File: config.mk
export PLATFORM = sky130hd
export DESIGN_NAME = priority_target_scheduler_flat
export DESIGN_NICKNAME = d
export VERILOG_FILES = /design/src/rtl/priority_target_scheduler_if.sv /design/src/rtl/priority_target_scheduler.sv /design/src/flat_wrapper.sv
export SDC_FILE = /design/constraint.sdc
export NUM_CORES = 1
export LEC_CHECK = 0
export ABC_AREA = 1
export CAP_MARGIN = 20
export CORE_ASPECT_RATIO = 1.2
export CORE_MARGIN = 5
export CORE_UTILIZATION = 45
export DETAILED_ROUTE_END_ITERATION = 8
export HOLD_SLACK_MARGIN = 0.06
export PLACE_DENSITY = 0.77
export SYNTH_ARGS = -nofsm -noshare
export SYNTH_HDL_FRONTEND = slang
export SYNTH_SLANG_ARGS = --single-unit
File: constraint.sdc
create_clock -name clk -period 2.9 [get_ports clk]
set_input_delay 0.725 -clock clk [delete_from_list [all_inputs] [get_ports clk]]
set_output_delay 0.725 -clock clk [all_outputs]
set_load 0.005 [all_outputs]
File: src/rtl/priority_target_scheduler_if.sv
// Frame-in / target-out bundle for the priority target scheduler.
// slave = scheduler view, master = frame source and nozzle consumer view.
interface priority_target_scheduler_if #(
  parameter int COORD_W = 4,
  parameter int NUM_PTS = 4,
  parameter int IDX_W   = $clog2(NUM_PTS)
);
  logic                       in_valid;
  logic                       in_ready;
  logic [NUM_PTS-1:0]         in_mask;
  logic [NUM_PTS*COORD_W-1:0] in_pts_x;
  logic [NUM_PTS*COORD_W-1:0] in_pts_y;
  logic [COORD_W-1:0]         zone_start_x;
  logic [COORD_W-1:0]         zone_start_y;
  logic [COORD_W-1:0]         zone_end_x;
  logic [COORD_W-1:0]         zone_end_y;
  logic                       out_valid;
  logic                       out_ready;
  logic [COORD_W-1:0]         out_x;
  logic [COORD_W-1:0]         out_y;
  logic [IDX_W-1:0]           out_idx;
  logic                       out_in_zone;
  logic                       out_last;
  logic                       frame_done;

  modport slave (
    input  in_valid, in_mask, in_pts_x, in_pts_y,
    input  zone_start_x, zone_start_y, zone_end_x, zone_end_y,
    input  out_ready,
    output in_ready, out_valid, out_x, out_y, out_idx, out_in_zone, out_last,
    output frame_done
  );

  modport master (
    output in_valid, in_mask, in_pts_x, in_pts_y,
    output zone_start_x, zone_start_y, zone_end_x, zone_end_y,
    output out_ready,
    input  in_ready, out_valid, out_x, out_y, out_idx, out_in_zone, out_last,
    input  frame_done
  );
endinterface

File: src/rtl/priority_target_scheduler.sv
// Captures a frame of hot-spot points and streams in-zone points first,
// then out-of-zone points, each pass in slot order, over a valid/ready port.
module priority_target_scheduler #(
  parameter int COORD_W = 4,
  parameter int NUM_PTS = 4,
  parameter int IDX_W   = $clog2(NUM_PTS)
) (
  input  logic                         clk,
  input  logic                         reset_n,
  priority_target_scheduler_if.slave   bus
);

  localparam logic [1:0] S_IDLE     = 2'd0;
  localparam logic [1:0] S_PASS_IN  = 2'd1;
  localparam logic [1:0] S_PASS_OUT = 2'd2;
  localparam logic [1:0] S_FIN      = 2'd3;

  // remaining must hold NUM_PTS itself, hence one bit wider than an index
  localparam int              CNT_W    = IDX_W + 1;
  localparam logic [CNT_W-1:0] CNT_ONE  = CNT_W'(1);
  localparam logic [IDX_W-1:0] LAST_PTR = IDX_W'(NUM_PTS - 1);

  logic [1:0]                 state_q, state_d;
  logic [NUM_PTS-1:0]         mask_q, mask_d;
  logic [NUM_PTS*COORD_W-1:0] pts_x_q, pts_x_d;
  logic [NUM_PTS*COORD_W-1:0] pts_y_q, pts_y_d;
  logic [COORD_W-1:0]         zsx_q, zsx_d;
  logic [COORD_W-1:0]         zsy_q, zsy_d;
  logic [COORD_W-1:0]         zex_q, zex_d;
  logic [COORD_W-1:0]         zey_q, zey_d;
  logic [CNT_W-1:0]           remaining_q, remaining_d;
  logic [IDX_W-1:0]           ptr_q, ptr_d;

  logic [COORD_W-1:0] slot_x [NUM_PTS];
  logic [COORD_W-1:0] slot_y [NUM_PTS];
  logic [NUM_PTS-1:0] slot_in_zone;

  // An inverted bound on either axis makes the inclusive test false for all points
  for (genvar gi = 0; gi < NUM_PTS; gi++) begin : g_slot
    assign slot_x[gi]       = pts_x_q[gi*COORD_W +: COORD_W];
    assign slot_y[gi]       = pts_y_q[gi*COORD_W +: COORD_W];
    assign slot_in_zone[gi] = (zsx_q <= slot_x[gi]) && (slot_x[gi] <= zex_q) &&
                              (zsy_q <= slot_y[gi]) && (slot_y[gi] <= zey_q);
  end

  logic passing;
  logic cur_in_zone;
  logic qualify;
  logic handshake;
  logic [CNT_W-1:0] pop_cnt;

  assign passing     = (state_q == S_PASS_IN) || (state_q == S_PASS_OUT);
  assign cur_in_zone = slot_in_zone[ptr_q];
  assign qualify     = passing && mask_q[ptr_q] && (cur_in_zone == (state_q == S_PASS_IN));
  assign handshake   = qualify && bus.out_ready;

  always_comb begin
    pop_cnt = '0;
    for (int i = 0; i < NUM_PTS; i++) begin
      pop_cnt = pop_cnt + CNT_W'(bus.in_mask[i]);
    end
  end

  assign bus.in_ready    = (state_q == S_IDLE);
  assign bus.out_valid   = qualify;
  assign bus.out_x       = qualify ? slot_x[ptr_q] : '0;
  assign bus.out_y       = qualify ? slot_y[ptr_q] : '0;
  assign bus.out_idx     = qualify ? ptr_q : '0;
  assign bus.out_in_zone = qualify && cur_in_zone;
  assign bus.out_last    = qualify && (remaining_q == CNT_ONE);
  assign bus.frame_done  = (state_q == S_FIN);

  always_comb begin
    state_d     = state_q;
    mask_d      = mask_q;
    pts_x_d     = pts_x_q;
    pts_y_d     = pts_y_q;
    zsx_d       = zsx_q;
    zsy_d       = zsy_q;
    zex_d       = zex_q;
    zey_d       = zey_q;
    remaining_d = remaining_q;
    ptr_d       = ptr_q;

    case (state_q)
      S_IDLE: begin
        if (bus.in_valid) begin
          mask_d      = bus.in_mask;
          pts_x_d     = bus.in_pts_x;
          pts_y_d     = bus.in_pts_y;
          zsx_d       = bus.zone_start_x;
          zsy_d       = bus.zone_start_y;
          zex_d       = bus.zone_end_x;
          zey_d       = bus.zone_end_y;
          remaining_d = pop_cnt;
          ptr_d       = '0;
          state_d     = (|bus.in_mask) ? S_PASS_IN : S_FIN;
        end
      end
      S_PASS_IN, S_PASS_OUT: begin
        if (handshake && (remaining_q == CNT_ONE)) begin
          // Last real point delivered: skip scanning whatever slots are left
          remaining_d = '0;
          state_d     = S_FIN;
        end else if (handshake || !qualify) begin
          if (handshake) begin
            remaining_d = remaining_q - CNT_ONE;
          end
          if (ptr_q == LAST_PTR) begin
            ptr_d   = '0;
            state_d = (state_q == S_PASS_IN) ? S_PASS_OUT : S_FIN;
          end else begin
            ptr_d = ptr_q + IDX_W'(1);
          end
        end
      end
      S_FIN: begin
        state_d = S_IDLE;
      end
      default: begin
        state_d = S_IDLE;
      end
    endcase
  end

  always_ff @(posedge clk or negedge reset_n) begin
    if (!reset_n) begin
      state_q     <= S_IDLE;
      mask_q      <= '0;
      pts_x_q     <= '0;
      pts_y_q     <= '0;
      zsx_q       <= '0;
      zsy_q       <= '0;
      zex_q       <= '0;
      zey_q       <= '0;
      remaining_q <= '0;
      ptr_q       <= '0;
    end else begin
      state_q     <= state_d;
      mask_q      <= mask_d;
      pts_x_q     <= pts_x_d;
      pts_y_q     <= pts_y_d;
      zsx_q       <= zsx_d;
      zsy_q       <= zsy_d;
      zex_q       <= zex_d;
      zey_q       <= zey_d;
      remaining_q <= remaining_d;
      ptr_q       <= ptr_d;
    end
  end

endmodule

File: src/flat_wrapper.sv
// flat-port wrapper written by rule: the top's interface ports become plain ports
module priority_target_scheduler_flat 
#(
  parameter int COORD_W = 4,
  parameter int NUM_PTS = 4,
  parameter int IDX_W   = $clog2(NUM_PTS)
)
  (clk, reset_n, bus_in_valid, bus_in_mask, bus_in_pts_x, bus_in_pts_y, bus_zone_start_x, bus_zone_start_y, bus_zone_end_x, bus_zone_end_y, bus_out_ready, bus_in_ready, bus_out_valid, bus_out_x, bus_out_y, bus_out_idx, bus_out_in_zone, bus_out_last, bus_frame_done);
  priority_target_scheduler_if #(.COORD_W(COORD_W), .NUM_PTS(NUM_PTS), .IDX_W(IDX_W)) bus_i ();
  input  logic clk;
  input  logic reset_n;
  input wire logic [$bits(bus_i.in_valid)-1:0] bus_in_valid;
  input wire logic [$bits(bus_i.in_mask)-1:0] bus_in_mask;
  input wire logic [$bits(bus_i.in_pts_x)-1:0] bus_in_pts_x;
  input wire logic [$bits(bus_i.in_pts_y)-1:0] bus_in_pts_y;
  input wire logic [$bits(bus_i.zone_start_x)-1:0] bus_zone_start_x;
  input wire logic [$bits(bus_i.zone_start_y)-1:0] bus_zone_start_y;
  input wire logic [$bits(bus_i.zone_end_x)-1:0] bus_zone_end_x;
  input wire logic [$bits(bus_i.zone_end_y)-1:0] bus_zone_end_y;
  input wire logic [$bits(bus_i.out_ready)-1:0] bus_out_ready;
  output wire logic [$bits(bus_i.in_ready)-1:0] bus_in_ready;
  output wire logic [$bits(bus_i.out_valid)-1:0] bus_out_valid;
  output wire logic [$bits(bus_i.out_x)-1:0] bus_out_x;
  output wire logic [$bits(bus_i.out_y)-1:0] bus_out_y;
  output wire logic [$bits(bus_i.out_idx)-1:0] bus_out_idx;
  output wire logic [$bits(bus_i.out_in_zone)-1:0] bus_out_in_zone;
  output wire logic [$bits(bus_i.out_last)-1:0] bus_out_last;
  output wire logic [$bits(bus_i.frame_done)-1:0] bus_frame_done;
  assign bus_i.in_valid = bus_in_valid;
  assign bus_i.in_mask = bus_in_mask;
  assign bus_i.in_pts_x = bus_in_pts_x;
  assign bus_i.in_pts_y = bus_in_pts_y;
  assign bus_i.zone_start_x = bus_zone_start_x;
  assign bus_i.zone_start_y = bus_zone_start_y;
  assign bus_i.zone_end_x = bus_zone_end_x;
  assign bus_i.zone_end_y = bus_zone_end_y;
  assign bus_i.out_ready = bus_out_ready;
  assign bus_in_ready = bus_i.in_ready;
  assign bus_out_valid = bus_i.out_valid;
  assign bus_out_x = bus_i.out_x;
  assign bus_out_y = bus_i.out_y;
  assign bus_out_idx = bus_i.out_idx;
  assign bus_out_in_zone = bus_i.out_in_zone;
  assign bus_out_last = bus_i.out_last;
  assign bus_frame_done = bus_i.frame_done;
  priority_target_scheduler #(.COORD_W(COORD_W), .NUM_PTS(NUM_PTS), .IDX_W(IDX_W)) u_core (.clk(clk), .reset_n(reset_n), .bus(bus_i));
endmodule
==> reports/metrics.cfg <==
[synth]
synth_cell_type_count = 28
synth-seq-area-share = 0.330
syn-num-nets = 725
synth_cells = 594
ys_warn_count = 0
synth-seq-cells = 59
syn_area_per_cell_um2 = 7.53
syn_area_um2 = 4470

[setup_path]
critPathKind = flop to primary output
critPathMaxStageDelay_ns = 0.46
cp_top_family = buffers and inverters
worstPathMaxFanout = 5
crit_top_cell = nand3_4
path_buf_inv = 4
worstPathRequired_ns = 2.17
cp-start-kind = flop
cpMaxStageDelayCell = dfrtp_2
worstPathCellList = ha_1, inv_1, o21bai_1, nand2_1, a21oi_2, nor2_2, nand2_2, nand3_2, buf_6, nand3_4, nand3_4, buf_16, a211oi_4, buf_2
arrival_ns = 2.57
endpoint_kind = primary output

[cts]
clockRootBuffer = clkbuf_16
cts.reportedPaths.clkPinSlew_ns = 0.05
holdBufCountCts = 0
cts_made_buffers = 9
clock_latency_ns = 0.33
htreeDepth = 3
clkSinkCount = 59
cts_buffer_depth = 2
cts_tree = yes

[grt]
use_met3 = 0.0427
busiest_layer = met2
use_met1 = 0.283
global_route.usage.met2 = 0.399
grt_util_all_layers = 0.235
grt_max_degree = 53
grt_pass1_vias = 4788
grt_antenna_before_repair = 0
grt_pass1_wl_um = 22300
grt_overflow_total = 0

[final_layout]
finalNetCount = 868
seqCellArea_um2 = 1490
area_growth_pct = 48.5
final_cell_mix = nand2_1 (166), buf_4 (68), inv_1 (66)
n_fill_cell = 753
final_core_util = 0.690
fin_cells = 864
fin_area_um2 = 6640
antenna_cells = 0
multiInputGateArea_um2 = 3050
final_common_cell = nand2_1
layout-drive-gt1-share = 0.285

[drt]
avgRoutedWirePerCell_um = 16.1
via_per_inst = 5.24
ant_nets = 0
firstDrtPassIters = 5
drt-total-wl_um = 13900
drt_drc_violations_left = 0
via_count = 4524
first_iter_violations = 242

[timing]
slew_viol_final = 0
hold_violations = 0
fmax_mhz = 304
clock_skew_ns = 0.00812
rsz0062_at_grt = true
setup_viol = 13
fin_crit_sh = 1.13
maxSlewHeadroom = 0.490
hold_slack_ns = 0.466
worstMarginPinSlew_ns = 0.765
worst_slack_ns = -0.391
period_minus_slack_ns = 3.29

[die]
start_util = 0.465
chipHeight_um = 119
die-area_um2 = 12000
die_w_um = 101
rows = 39
io_pins = 71
core_area_um2 = 9610

[run_status]
outcome = finished with violations
violations = setup timing

[power]
ir_drop_v = 0.000733
cellLeakagePower_nw = 3.24
cellPowerDensity_nw_per_um2 = 1310

[job]
drv_cap = 0

[place]
place.detailed.hpwl_um = 9980
place_congestion = 0.922
io_buffers = 70
place_area_um2 = 5750
dpl.cell_count = 833
place_ws_ns = -0.605

[min_path]
holdCritPathClass = input pin to async pin

[through the flow]
step	total power, W	setup TNS (ns)
3_5_place_dp	0.00632	-6.04
4_1_cts	0.00811	-4.28
6_report	0.00869	-4.51
3_3_place_gp	0.00613	-5.39
5_1_grt	0.00949	-6.49
2_1_floorplan	0.00441	0
[path summary, 6_finish.rpt]
path | start | to | slack, ns | depth (start not counted)
worst max-delay path | u_core.zsy_q[1] | bus_out_y[2] | -0.39 | 14
worst min-delay path | reset_n | u_core.zsx_q[2] | 0.47 | 1
worst max register to register | u_core.zsy_q[1] | u_core.state_q[0] | 0.25 | 21
worst min register to register | u_core.mask_q[3] | u_core.mask_q[3] | 0.48 | 2
max in group asynchronous | reset_n | u_core.zsy_q[2] | 1.79 | 2
min in group clk | u_core.mask_q[3] | u_core.mask_q[3] | 0.48 | 2
[timing repair]
action / 4_1_cts / 5_1_grt
pin swaps: 8 / 27
gates resized for setup: 109 / 50
cloned: 1 / 0
buffers inserted: 8 / 9
setup endpoints to repair: 13 / 13
[synthesized netlist by cell type]
| master | instances | area (um2) |
|---|---|---|
| nand2_1 | 174 | 653 |
| inv_1 | 86 | 323 |
| ha_1 | 74 | 926 |
| o21ai_0 | 60 | 300 |
| dfrtp_1 | 59 | 1480 |
| a21oi_1 | 43 | 215 |
| nor2_1 | 22 | 82.6 |
| clkbuf_1 | 15 | 56.3 |
| nand3_1 | 13 | 65.1 |
| a211oi_1 | 8 | 60.1 |
| o21bai_1 | 6 | 45.0 |
| a21oi_2 | 5 | 43.8 |
| nand2_2 | 4 | 25.0 |
| nand3_2 | 4 | 40.0 |
| nand4_1 | 4 | 25.0 |
| nor2_2 | 3 | 18.8 |
| buf_2 | 2 | 10.0 |
| nor3_1 | 2 | 10.0 |
| buf_4 | 1 | 7.51 |
| clkinv_1 | 1 | 3.75 |
| fa_1 | 1 | 20.0 |
| inv_2 | 1 | 3.75 |
| nand2_4 | 1 | 11.3 |
| nand3_4 | 1 | 17.5 |
| nand3b_1 | 1 | 7.51 |
| nor2_4 | 1 | 11.3 |
| o21a_1 | 1 | 7.51 |
| o21ai_1 | 1 | 5.00 |
[cells by family after synthesis]
group                      share of synthesized area
DFF                                            0.330
buffers and inverters                         0.0904
AOI/OAI and AO/OA                              0.151
and+or+nand+nor                                0.216
adders and majority gates                      0.212
[state kept, by name, summed over array words and instances, names as in the netlist]
register            cells
u_core.pts_y_q         16
u_core.state_q          2
u_core.remaining_q      3
u_core.zsx_q            4
u_core.zsy_q            4
u_core.pts_x_q         16
u_core.ptr_q            2
u_core.mask_q           4
u_core.zey_q            4
u_core.zex_q            4
[per-layer routing]
metal	vias up	part of all wire	wire, um
li1	2216	-	-
met1	2123	0.40	5620
met2	141	0.51	7040
met3	44	0.053	732
met4	0	0.036	496
met5	-	0	0
[final cells by class]
cell class	instances	area share
multi-input cells	429	0.460
flip-flops and latches	59	0.224
repair buffers	150	0.201
inverters	88	0.0501
clock buffers	13	0.0407
well taps	123	0.0232
clock inverters	2	0.00151
[power breakdown]
| group | internal [W] | leakage (nW) | switching [W] |
|---|---|---|---|
| Combinational | 0.00279 | 2.38 | 0.00317 |
| Sequential | 0.00124 | 0.718 | 0.000479 |
| Clock | 0.000640 | 0.141 | 0.000369 |
| Total | 0.00467 | 3.24 | 0.00402 |
Power figures use the tool's default switching activity.
==> RTL edit (config.mk and constraints unchanged) <==
`COORD_W` is set to 4 in 3 places; all go to 6.
--- a/src/rtl/priority_target_scheduler_if.sv
+++ b/src/rtl/priority_target_scheduler_if.sv
@@ -3,3 +3,3 @@
 interface priority_target_scheduler_if #(
-  parameter int COORD_W = 4,
+  parameter int COORD_W = 6,
   parameter int NUM_PTS = 4,
--- a/src/rtl/priority_target_scheduler.sv
+++ b/src/rtl/priority_target_scheduler.sv
@@ -3,3 +3,3 @@
 module priority_target_scheduler #(
-  parameter int COORD_W = 4,
+  parameter int COORD_W = 6,
   parameter int NUM_PTS = 4,
--- a/src/flat_wrapper.sv
+++ b/src/flat_wrapper.sv
@@ -3,3 +3,3 @@
 #(
-  parameter int COORD_W = 4,
+  parameter int COORD_W = 6,
   parameter int NUM_PTS = 4,
Interface: changed (8 resized); port bits go from 71 to 99. The function was not compared with the original's and may differ.
==> RTL edit against the unedited design <==
  * Sequential cell count is 24 higher
  * Sequential power is 38% higher
  * Largest cell class unchanged
  * Cell area is 33% higher
  * Sequential share of layout area is 1.3 points higher
  * Worst setup slack worse by 0.13 ns
  * Total power is 23% higher
  * Area after synthesis is 42% higher
  * Clock power is 12% higher
  * The run still ends with setup timing left
  * Synthesized cell count is 44% higher
  * Clock skew is 0.0027 ns lower
  * Global-route usage hardly changed
  * Wire length is 41% higher
==> RTL edit: results (changes against the unedited design) <==
outcome=finished with violations; failing checks=setup timing; worst hold path type=primary input to asynchronous set/reset pin; DRT iter0 DRCs=521 (+120%); CTS clk-pin slew, worst paths=0.06 ns; Synth top cells by count=nand2_1 (263), inv_1 (130), ha_1 (106); top flop regs=u_core.pts_x_q: 24 flops, u_core.pts_y_q: 24 flops; fill count=1115 (+48%); crit-path leading delay family=simple AND/OR/NAND/NOR gates; setup TNS=-7.81 ns (-3.30 ns); P per Cell Area=1220 mW/mm² (-7.1%); vias in the first global route=6514 (+36%); largest net degree at the start of global routing=102 (+92%); adder-cell area share of the yosys netlist=21.2% (about the same); synthesized netlist net count=1042 (+44%); top cells by area, synth=dfrtp_1 (33%), ha_1 (21%), nand2_1 (16%); placement-stage cell area=0.00796 mm² (+38%); layout cells sized above 1=20.9% (-7.6 points); GRT Total Usage=23.5% (about the same); slew margin rel.=59.0% (+10 points); Compound-Gate Fraction of Synth Area=13.5% (-1.7 points); Net Sw Frac=47.7% (+1.5 points); worst endpoint data arrival time=2.70 ns (+0.13 ns); sequential-to-total area share from yosys stat=32.7% (-0.37 points); PortBufs=98 (+40%); Synth Area in XOR/XNOR=0% (unchanged); Clk Latency, worst-skew pair=0.35 ns (+0.02 ns); initial antenna violation count=0 (unchanged); H-tree Lvls=3 (unchanged); DP Wirelength=14100 µm (+41%); Pleak=4.42 nW (+36%); Post-Route WL=19600 µm (+41%); GPL Wtd Cong=0.972 (+5.5%); Final setup viols=17 (+4); Worst path slowest cell=dfrtp_1; final worst setup slack=-0.520 ns (-0.130 ns); IR drop worst, VDD=0.662 mV (-9.7%); first-pass GRT wire length=31500 µm (+41%); fin nets=1214 (+40%); library cells used by synthesis=32 (+14%); max incr delay on CP=0.40 ns (-0.06 ns); Vias=6412 (+42%)
-- RTL edit: cell count changes in the layout (fill, tap and decap cells not counted), sizes merged, moves of 2 or more --
cell and delta:
nand3 +23, buf +12, nand2 +90, o211ai +2, clkdlybuf4s50 +24, dfrtp +24, nor2 +9, inv +42
ha +32, clkinv +2, o21ai +20, a211oi +4
-- RTL edit: per-layer routing --
| layer | vias to the layer above | routed length (µm) | GRT usage [%] |
|---|---|---|---|
| met5 | - | 0 | 0 |
| li1 | 3092 | - | - |
| met3 | 68 | 1080 | 4.11 |
| met2 | 256 | 9690 | 40.2 |
| met1 | 2996 | 8030 | 28.5 |
| met4 | 0 | 795 | 11.1 |
-- RTL edit: through the flow --
stage | instances | power [mW] | setup slack (ns)
after floorplan | 855 | 6.03 | 0.297
after CTS | 1203 | 10.2 | -0.468
after detailed placement | 1161 | 8.27 | -0.710
after global routing | 1202 | 11.7 | -0.642
final | 1202 | 10.7 | -0.520
after global placement | 1161 | 8.07 | -0.680
-- RTL edit: path summary, 6_finish.rpt --
kind | start | to | slack, ns | cells after the start
worst max-delay path | u_core.pts_x_q[22] | bus_out_y[1] | -0.52 | 18
worst min-delay path | reset_n | u_core.zsy_q[2] | 0.39 | 1
worst max register to register | u_core.pts_x_q[2] | u_core.pts_x_q[2] | 0.14 | 21
worst min register to register | u_core.mask_q[3] | u_core.mask_q[3] | 0.48 | 2
max in group asynchronous | reset_n | u_core.pts_y_q[23] | 1.86 | 2
min in group clk | u_core.mask_q[3] | u_core.mask_q[3] | 0.48 | 2
-- RTL edit: cells by family (layout without fill, tap and decap cells) --
| kind of cell | Yosys count | count (layout) |
|---|---|---|
| fa+ha+maj | 107 | 107 |
| compound gates | 152 | 152 |
| buf+inv | 160 | 336 |
| flops | 83 | 83 |
| simple gates | 353 | 353 |
-- RTL edit: timing repair --
action / in CTS / in global routing
pin swaps: 28 / 21
cloned: 0 / 0
setup endpoints to repair: 17 / 18
setup buffers: 27 / 3
gates resized for setup: 119 / 44
endpoints found under the hold margin: 0 / 0
-- RTL edit: area by class of cell --
cell class / count / share of cell area [%]
clock buffers: 13 / 2.73
flip-flops and latches: 83 / 23.7
well taps: 171 / 2.43
clock inverters: 2 / 0.426
repair buffers: 187 / 18.7
multi-input cells: 612 / 46.3
inverters: 134 / 5.74
-- RTL edit: power groups by stage --
stage	clock, mW	sequential (mW)	combinational (mW)
3_3_place_gp	0	2.28	5.78
6_report	1.13	2.38	7.21
4_1_cts	1.14	2.32	6.69
5_1_grt	1.19	2.43	8.11
3_5_place_dp	0	2.29	5.98
2_1_floorplan	0	2.06	3.97
